==> src/rtl/custom_mem_arbiter_if.sv <==
// custom_mem_arbiter_if: request/response bundle between custom_cpu, the arbiter and the memory port.
// Ports: I channel (i_req_*/i_rsp_*), D channel (d_req_*/d_rsp_*), downstream port (m_req_*/m_rsp_*).
// Modports: master = arbiter view (owns the downstream request), slave = cpu/memory side view.
interface custom_mem_arbiter_if #(
  parameter int ADDR_W = 32,
  parameter int DATA_W = 32
);
  // instruction-fetch channel
  logic              i_req_valid;
  logic [ADDR_W-1:0] i_req_addr;
  logic              i_req_ready;
  logic [DATA_W-1:0] i_rsp_data;
  logic              i_rsp_valid;
  logic              i_rsp_ready;
  // data channel
  logic                i_unused_pad;
  logic                d_req_rd;
  logic                d_req_wr;
  logic [ADDR_W-1:0]   d_req_addr;
  logic [DATA_W-1:0]   d_req_wdata;
  logic [DATA_W/8-1:0] d_req_wstrb;
  logic                d_req_ready;
  logic [DATA_W-1:0]   d_rsp_data;
  logic                d_rsp_valid;
  logic                d_rsp_ready;
  // downstream memory port
  logic                m_req_valid;
  logic                m_req_wen;
  logic [ADDR_W-1:0]   m_req_addr;
  logic [DATA_W-1:0]   m_req_wdata;
  logic [DATA_W/8-1:0] m_req_wstrb;
  logic                m_req_ready;
  logic [DATA_W-1:0]   m_rsp_data;
  logic                m_rsp_valid;
  logic                m_rsp_ready;

  modport master (
    input  i_req_valid, i_req_addr, i_rsp_ready,
    output i_req_ready, i_rsp_data, i_rsp_valid,
    input  d_req_rd, d_req_wr, d_req_addr, d_req_wdata, d_req_wstrb, d_rsp_ready,
    output d_req_ready, d_rsp_data, d_rsp_valid,
    output m_req_valid, m_req_wen, m_req_addr, m_req_wdata, m_req_wstrb, m_rsp_ready,
    input  m_req_ready, m_rsp_data, m_rsp_valid
  );

  modport slave (
    output i_req_valid, i_req_addr, i_rsp_ready,
    input  i_req_ready, i_rsp_data, i_rsp_valid,
    output d_req_rd, d_req_wr, d_req_addr, d_req_wdata, d_req_wstrb, d_rsp_ready,
    input  d_req_ready, d_rsp_data, d_rsp_valid,
    input  m_req_valid, m_req_wen, m_req_addr, m_req_wdata, m_req_wstrb, m_rsp_ready,
    output m_req_ready, m_rsp_data, m_rsp_valid
  );
endinterface

==> src/rtl/custom_mem_arbiter.sv <==
// custom_mem_arbiter: shares one memory port between the cpu I-fetch and D channels, one
// transaction at a time, routing read data back to its owner and counting grants/stalls.
// Ports: clk, rst (sync, active-high), bus (custom_mem_arbiter_if.master), cnt_grant_i/d, cnt_stall, proto_err.
// Option: define CUSTOM_ARB_RR_EN for round-robin on simultaneous requests (default: D over I).
module custom_mem_arbiter #(
  parameter int ADDR_W = 32,
  parameter int DATA_W = 32,
  parameter int CNT_W  = 32
) (
  input  logic                clk,
  input  logic                rst,
  custom_mem_arbiter_if.master bus,
  output logic [CNT_W-1:0]    cnt_grant_i,
  output logic [CNT_W-1:0]    cnt_grant_d,
  output logic [CNT_W-1:0]    cnt_stall,
  output logic                proto_err
);

  typedef enum logic [1:0] {S_IDLE, S_REQ, S_RSP} state_t;

  state_t state_q;
  logic   owner_d_q;  // 1 = D channel owns the transaction, 0 = I channel
  logic   wen_q;

  logic d_any, any_req, pick_d, in_req, in_rsp;
  logic [ADDR_W-1:0]   req_addr;
  logic [DATA_W-1:0]   req_wdata;
  logic [DATA_W/8-1:0] req_wstrb;

`ifdef CUSTOM_ARB_RR_EN
  logic last_d_q;     // channel granted last; the other one wins a tie
`endif

  always_comb begin
    d_any   = bus.d_req_rd | bus.d_req_wr;
    any_req = bus.i_req_valid | d_any;
`ifdef CUSTOM_ARB_RR_EN
    pick_d  = d_any & (~bus.i_req_valid | ~last_d_q);
`else
    pick_d  = d_any;
`endif
  end

  always_ff @(posedge clk) begin
    if (rst) begin
      state_q     <= S_IDLE;
      owner_d_q   <= 1'b0;
      wen_q       <= 1'b0;
      cnt_grant_i <= '0;
      cnt_grant_d <= '0;
      cnt_stall   <= '0;
      proto_err   <= 1'b0;
`ifdef CUSTOM_ARB_RR_EN
      last_d_q    <= 1'b0;
`endif
    end else begin
      if (any_req && state_q != S_REQ)
        cnt_stall <= cnt_stall + CNT_W'(1);

      case (state_q)
        S_IDLE: begin
          if (any_req) begin
            state_q   <= S_REQ;
            owner_d_q <= pick_d;
            // rd+wr together is resolved as a write
            wen_q     <= pick_d & bus.d_req_wr;
`ifdef CUSTOM_ARB_RR_EN
            last_d_q  <= pick_d;
`endif
            if (pick_d) begin
              cnt_grant_d <= cnt_grant_d + CNT_W'(1);
              if (bus.d_req_rd && bus.d_req_wr)
                proto_err <= 1'b1;
            end else begin
              cnt_grant_i <= cnt_grant_i + CNT_W'(1);
            end
          end
        end
        S_REQ: begin
          if (bus.m_req_ready)
            state_q <= wen_q ? S_IDLE : S_RSP;
        end
        S_RSP: begin
          if (bus.m_rsp_valid && bus.m_rsp_ready)
            state_q <= S_IDLE;
        end
        default: state_q <= S_IDLE;
      endcase
    end
  end

  // Request fields come straight from the owner's inputs; the requester holds them stable in REQ.
  always_comb begin
    in_req    = (state_q == S_REQ);
    in_rsp    = (state_q == S_RSP);
    req_addr  = '0;
    req_wdata = '0;
    req_wstrb = '0;
    if (in_req) begin
      req_addr = owner_d_q ? bus.d_req_addr : bus.i_req_addr;
      if (owner_d_q && wen_q) begin
        req_wdata = bus.d_req_wdata;
        req_wstrb = bus.d_req_wstrb;
      end
    end
  end

  always_comb begin
    bus.m_req_valid = in_req;
    bus.m_req_wen   = in_req & wen_q;
    bus.m_req_addr  = req_addr;
    bus.m_req_wdata = req_wdata;
    bus.m_req_wstrb = req_wstrb;

    bus.i_req_ready = in_req & ~owner_d_q & bus.m_req_ready;
    bus.d_req_ready = in_req &  owner_d_q & bus.m_req_ready;

    // responses arriving outside RSP are left unacknowledged
    bus.m_rsp_ready = in_rsp & (owner_d_q ? bus.d_rsp_ready : bus.i_rsp_ready);
    bus.i_rsp_valid = in_rsp & ~owner_d_q & bus.m_rsp_valid;
    bus.d_rsp_valid = in_rsp &  owner_d_q & bus.m_rsp_valid;
    bus.i_rsp_data  = (in_rsp & ~owner_d_q) ? bus.m_rsp_data : '0;
    bus.d_rsp_data  = (in_rsp &  owner_d_q) ? bus.m_rsp_data : '0;
  end

endmodule

==> src/flat_wrapper.sv <==
// flat-port wrapper written by rule: the top's interface ports become plain ports
module custom_mem_arbiter_flat 
#(
  parameter int ADDR_W = 32,
  parameter int DATA_W = 32,
  parameter int CNT_W  = 32
)
  (clk, rst, cnt_grant_i, cnt_grant_d, cnt_stall, proto_err, bus_i_req_valid, bus_i_req_addr, bus_i_rsp_ready, bus_i_req_ready, bus_i_rsp_data, bus_i_rsp_valid, bus_d_req_rd, bus_d_req_wr, bus_d_req_addr, bus_d_req_wdata, bus_d_req_wstrb, bus_d_rsp_ready, bus_d_req_ready, bus_d_rsp_data, bus_d_rsp_valid, bus_m_req_valid, bus_m_req_wen, bus_m_req_addr, bus_m_req_wdata, bus_m_req_wstrb, bus_m_rsp_ready, bus_m_req_ready, bus_m_rsp_data, bus_m_rsp_valid);
  custom_mem_arbiter_if #(.ADDR_W(ADDR_W), .DATA_W(DATA_W)) bus_i ();
  input  logic clk;
  input  logic rst;
  output logic [CNT_W-1:0] cnt_grant_i;
  output logic [CNT_W-1:0] cnt_grant_d;
  output logic [CNT_W-1:0] cnt_stall;
  output logic proto_err;
  input wire logic [$bits(bus_i.i_req_valid)-1:0] bus_i_req_valid;
  input wire logic [$bits(bus_i.i_req_addr)-1:0] bus_i_req_addr;
  input wire logic [$bits(bus_i.i_rsp_ready)-1:0] bus_i_rsp_ready;
  output wire logic [$bits(bus_i.i_req_ready)-1:0] bus_i_req_ready;
  output wire logic [$bits(bus_i.i_rsp_data)-1:0] bus_i_rsp_data;
  output wire logic [$bits(bus_i.i_rsp_valid)-1:0] bus_i_rsp_valid;
  input wire logic [$bits(bus_i.d_req_rd)-1:0] bus_d_req_rd;
  input wire logic [$bits(bus_i.d_req_wr)-1:0] bus_d_req_wr;
  input wire logic [$bits(bus_i.d_req_addr)-1:0] bus_d_req_addr;
  input wire logic [$bits(bus_i.d_req_wdata)-1:0] bus_d_req_wdata;
  input wire logic [$bits(bus_i.d_req_wstrb)-1:0] bus_d_req_wstrb;
  input wire logic [$bits(bus_i.d_rsp_ready)-1:0] bus_d_rsp_ready;
  output wire logic [$bits(bus_i.d_req_ready)-1:0] bus_d_req_ready;
  output wire logic [$bits(bus_i.d_rsp_data)-1:0] bus_d_rsp_data;
  output wire logic [$bits(bus_i.d_rsp_valid)-1:0] bus_d_rsp_valid;
  output wire logic [$bits(bus_i.m_req_valid)-1:0] bus_m_req_valid;
  output wire logic [$bits(bus_i.m_req_wen)-1:0] bus_m_req_wen;
  output wire logic [$bits(bus_i.m_req_addr)-1:0] bus_m_req_addr;
  output wire logic [$bits(bus_i.m_req_wdata)-1:0] bus_m_req_wdata;
  output wire logic [$bits(bus_i.m_req_wstrb)-1:0] bus_m_req_wstrb;
  output wire logic [$bits(bus_i.m_rsp_ready)-1:0] bus_m_rsp_ready;
  input wire logic [$bits(bus_i.m_req_ready)-1:0] bus_m_req_ready;
  input wire logic [$bits(bus_i.m_rsp_data)-1:0] bus_m_rsp_data;
  input wire logic [$bits(bus_i.m_rsp_valid)-1:0] bus_m_rsp_valid;
  assign bus_i.i_req_valid = bus_i_req_valid;
  assign bus_i.i_req_addr = bus_i_req_addr;
  assign bus_i.i_rsp_ready = bus_i_rsp_ready;
  assign bus_i_req_ready = bus_i.i_req_ready;
  assign bus_i_rsp_data = bus_i.i_rsp_data;
  assign bus_i_rsp_valid = bus_i.i_rsp_valid;
  assign bus_i.d_req_rd = bus_d_req_rd;
  assign bus_i.d_req_wr = bus_d_req_wr;
  assign bus_i.d_req_addr = bus_d_req_addr;
  assign bus_i.d_req_wdata = bus_d_req_wdata;
  assign bus_i.d_req_wstrb = bus_d_req_wstrb;
  assign bus_i.d_rsp_ready = bus_d_rsp_ready;
  assign bus_d_req_ready = bus_i.d_req_ready;
  assign bus_d_rsp_data = bus_i.d_rsp_data;
  assign bus_d_rsp_valid = bus_i.d_rsp_valid;
  assign bus_m_req_valid = bus_i.m_req_valid;
  assign bus_m_req_wen = bus_i.m_req_wen;
  assign bus_m_req_addr = bus_i.m_req_addr;
  assign bus_m_req_wdata = bus_i.m_req_wdata;
  assign bus_m_req_wstrb = bus_i.m_req_wstrb;
  assign bus_m_rsp_ready = bus_i.m_rsp_ready;
  assign bus_i.m_req_ready = bus_m_req_ready;
  assign bus_i.m_rsp_data = bus_m_rsp_data;
  assign bus_i.m_rsp_valid = bus_m_rsp_valid;
  custom_mem_arbiter #(.ADDR_W(ADDR_W), .DATA_W(DATA_W), .CNT_W(CNT_W)) u_core (.clk(clk), .rst(rst), .bus(bus_i), .cnt_grant_i(cnt_grant_i), .cnt_grant_d(cnt_grant_d), .cnt_stall(cnt_stall), .proto_err(proto_err));
endmodule
==> config.mk <==
export PLATFORM = sky130hd
export DESIGN_NAME = custom_mem_arbiter_flat
export DESIGN_NICKNAME = d
export VERILOG_FILES = /design/src/rtl/custom_mem_arbiter_if.sv /design/src/rtl/custom_mem_arbiter.sv /design/src/flat_wrapper.sv
export SDC_FILE = /design/constraint.sdc
export NUM_CORES = 1
export LEC_CHECK = 0
export ABC_CLOCK_PERIOD_IN_PS = 2400
export CAP_MARGIN = 20
export CORE_AREA = 2 2 149 151
export CTS_CLUSTER_DIAMETER = 120
export DETAILED_ROUTE_END_ITERATION = 16
export DIE_AREA = 0 0 151 153
export SETUP_SLACK_MARGIN = 0.3
export SYNTH_ARGS = -nofsm -noshare
export SYNTH_HDL_FRONTEND = slang
export SYNTH_SLANG_ARGS = --single-unit
==> constraint.sdc <==
create_clock -name clk -period 2.4 [get_ports clk]
set_clock_uncertainty 0.05 [all_clocks]
set_input_delay 0.24 -clock clk [delete_from_list [all_inputs] [get_ports clk]]
set_output_delay 0.24 -clock clk [all_outputs]
set_load 0.01 [all_outputs]
==> summary.md <==
| Metric | Value |
|---|---|
| Area of the mapped netlist | `5791 sq um` |
| GPL Wtd Cong | `0.8256` |
| Worst EP required | `2.11 ns` |
| Ratio of cells with drive above 1 in the final layout | `0.08871` |
| Startpoint Class | `flop` |
| Synth Register Bits | `101` |
| Initial antenna violation count | `10` |
| Biggest area consumer among synthesized cells | `dfxtp_1` |
| Max clock buf depth | `2` |
| Post-synth EDFFs | `0` |
| Crit path kind | `reg -> out` |
| Initial drt markers | `366` |
| DPL Wire Length | `19.13 mm` |
| Worst-Skew Late Latency | `0.35 ns` |
| Share of the synthesized area in the top cell type | `0.3492` |
| Synth area leaders | `dfxtp_1 35%, and2_1 11%, nor2_1 8.4%` |
| Register clock-pin slew on the reported worst setup and hold paths | `0.07 ns` |
| Vias | `6491` |
| Ys flop type | `dfxtp_1` |
| Peak supply drop | `0.0003430 V` |
| Max transition margin | `0.5001` |
| Nets@finish | `1255` |
| Largest net degree at the start of global routing | `67` |
| Slowest-stage cell, CP | `clkdlybuf4s50_1` |
| Worst Tran Pin Value | `0.7498 ns` |
| Post-Syn Area per Cell | `7.954 sq um` |
| # port buffers | `376` |
| Slowest stage delay, CP | `0.55 ns` |
| Status | `finished clean` |
| Critical Path End Type | `primary output` |
| CORE AREA | `21490 sq um` |
| Post-synth cell types | `43` |
| Max Cap Viol | `0` |
| Cell Chain, Critical Path | `nor3b_4 > buf_6 > clkbuf_16 > and2_1 > clkdlybuf4s50_1` |
| Minimum clock period after layout | `2.196 ns` |
| Avg Vias per Cell | `4.633` |
| H-tree depth | `3` |
| TritonCTS clock tree | `done` |
| Post-DRT Antenna Nets | `0` |
| Placed Instances | `1368` |
| Fmax | `455.3 MHz` |
| Cell family with the largest share of critical-path delay | `buffers and inverters` |
| Slew Limit Fails | `0` |
| Crit path max fanout | `17` |
| CTS Sinks | `101` |
| Final Non-Filler Cells | `1401` |
| Period utilization | `0.9151` |
| Die width | `151 um` |
| Setup TNS Final | `0 ns` |
| Mapped Nets | `872` |
| Synth Warn # | `0` |
| Dpl cell area | `10020 sq um` |
| Final setup fails | `0` |
| Clock root buffer | `clkbuf_16` |
| Seq/Total Area, Yosys | `0.3492` |
| RSZ-0062 raised after global routing | `true` |
| Initial cell density of the core | `0.2695` |
| Die ar. | `23100 sq um` |
| Drt pass-1 iters | `5` |
| Post-Synthesis Cells | `728` |
| P&R area growth vs syn | `83.79%` |
| Total Wirelength | `24.88 mm` |
| Wire per inst | `17.76 um` |
| Arr. time, crit path | `1.91 ns` |
| Final hold violations | `0` |
| Post-synth ARST share | `0` |
| Static Leak | `4.481 nW` |
| Number of buffers created by CTS | `9` |
| Worst Hold Class | `in -> reg` |
| DRC viols | `0` |
| PwrDens | `388.1 nW/um^2` |
| Buffers & Inverters on Critical Path | `3` |
| Grt ovf | `0` |
| First-pass GRT wire length | `36.28 mm` |
| Row Count | `54` |
| Fill cell count | `2107` |
| Final instance area | `10640 sq um` |
| Vias in the first global route | `6088` |
| GRT Util Overall | `0.2035` |
| Die H | `153 um` |
| Total power | `4.130 mW` |
| # IOs | `377` |
[logic make-up after synthesis]
| logic type | count (synthesis) | synth area share |
|---|---|---|
| AND/OR/NAND/NOR | 421 | 0.3913 |
| flip-flops | 101 | 0.3492 |
| adder cells (fa/ha/maj) | 3 | 0.006483 |
| multiplexers | 36 | 0.06266 |
| AO/OA/AOI/OAI | 27 | 0.02615 |
| XOR/XNOR | 83 | 0.1255 |
| buffers and inverters | 57 | 0.03868 |
[cell usage in the layout, fill, tap and decap left out, types with 3 or more instances in the layout]
cell type / count
a21oi_1: 12
inv_1: 14
nor3_1: 20
dfxtp_2: 11
buf_12: 4
or3_1: 9
dfxtp_1: 85
nor2_1: 128
buf_6: 3
dlymetal6s2s_1: 29
clkbuf_16: 10
dlygate4sd2_1: 43
nand4_1: 29
o21ai_0: 9
xnor2_1: 48
diode_2: 5
nand2_1: 31
and4_1: 14
nand3_1: 23
dfxtp_4: 5
nor4_1: 17
clkdlybuf4s50_1: 299
buf_4: 29
and3_1: 12
clkbuf_2: 3
nor4_2: 4
and2_1: 104
mux2i_1: 34
xor2_1: 33
[final cells by class]
class,count,area (sq um),share of cell area
antenna,5,12.51,0.001176
clock buffer,11,232.7,0.02187
clock inverter,5,82.58,0.007759
inverter,14,52.55,0.004938
multi-input combinational,570,3656,0.3435
sequential,101,2054,0.1930
tap,280,350.3,0.03292
timing repair buffer,415,4202,0.3948
[path summary, 6_finish.rpt]
| path | from | endpoint | slack [ns] | cells past startpoint |
|---|---|---|---|---|
| setup reg to reg | u_core.state_q[1] | u_core.cnt_stall[30] | 0.38 | 6 |
| hold / removal | rst | u_core.cnt_stall[9] | 0.34 | 2 |
| hold reg to reg | u_core.state_q[1] | u_core.state_q[1] | 0.46 | 2 |
| setup / recovery | u_core.owner_d_q | bus_i_rsp_data[15] | 0.20 | 5 |
[metrics by stage]
step                      hold WS (ns)  worst slack, ns    util
after floorplan                 0.3068           0.3023       -
after global placement          0.4413           0.1594  0.4663
after detailed placement        0.4506           0.1370  0.4663
after CTS                       0.3792          0.06787  0.4827
after global routing            0.3935           0.1438  0.4951
final                           0.3379           0.2038  0.4953
[routing by layer]
layer | vias up | share of wire | global-route usage
li1 | 3225 | - | -
met1 | 2983 | 0.43 | 0.2524
met2 | 241 | 0.46 | 0.3355
met3 | 32 | 0.095 | 0.07910
met4 | 10 | 0.015 | 0.04005
met5 | - | 0.0027 | 0
[sequential cells by signal (all words and copies together) (netlist names)]
register,flops
u_core.cnt_grant_i,32
u_core.proto_err,1
u_core.wen_q,1
u_core.cnt_stall,32
u_core.state_q,2
u_core.cnt_grant_d,32
u_core.owner_d_q,1
[cell usage after synthesis, types with 3 or more instances]
| library cell | number |
|---|---|
| nor2_1 | 129 |
| o21ai_0 | 9 |
| clkbuf_1 | 37 |
| and4_1 | 14 |
| a21oi_1 | 12 |
| xnor2_1 | 49 |
| and3_1 | 13 |
| xor2_1 | 34 |
| nor3b_1 | 3 |
| inv_1 | 14 |
| nand4_1 | 29 |
| nand3_1 | 26 |
| nand2_1 | 32 |
| or3_1 | 10 |
| buf_1 | 3 |
| and2_1 | 106 |
| dfxtp_1 | 101 |
| nor4_1 | 21 |
| ha_1 | 3 |
| mux2i_1 | 34 |
| nor3_1 | 20 |
[repair_timing]
action	in CTS	in global routing
hold buffers	0	0
hold endpoints to repair	0	0
setup buffers	2	6
gates resized for setup	56	69
setup endpoints to repair	137	113
gates cloned	2	2
pin swaps	0	4
[report_power, final]
group | internal (mW) | leakage, nW | switching [mW]
clock network | 0.922 | 0.155 | 0.665
logic | 0.492 | 3.50 | 0.329
registers | 1.69 | 0.824 | 0.0293
Power figures use the tool's default switching activity.
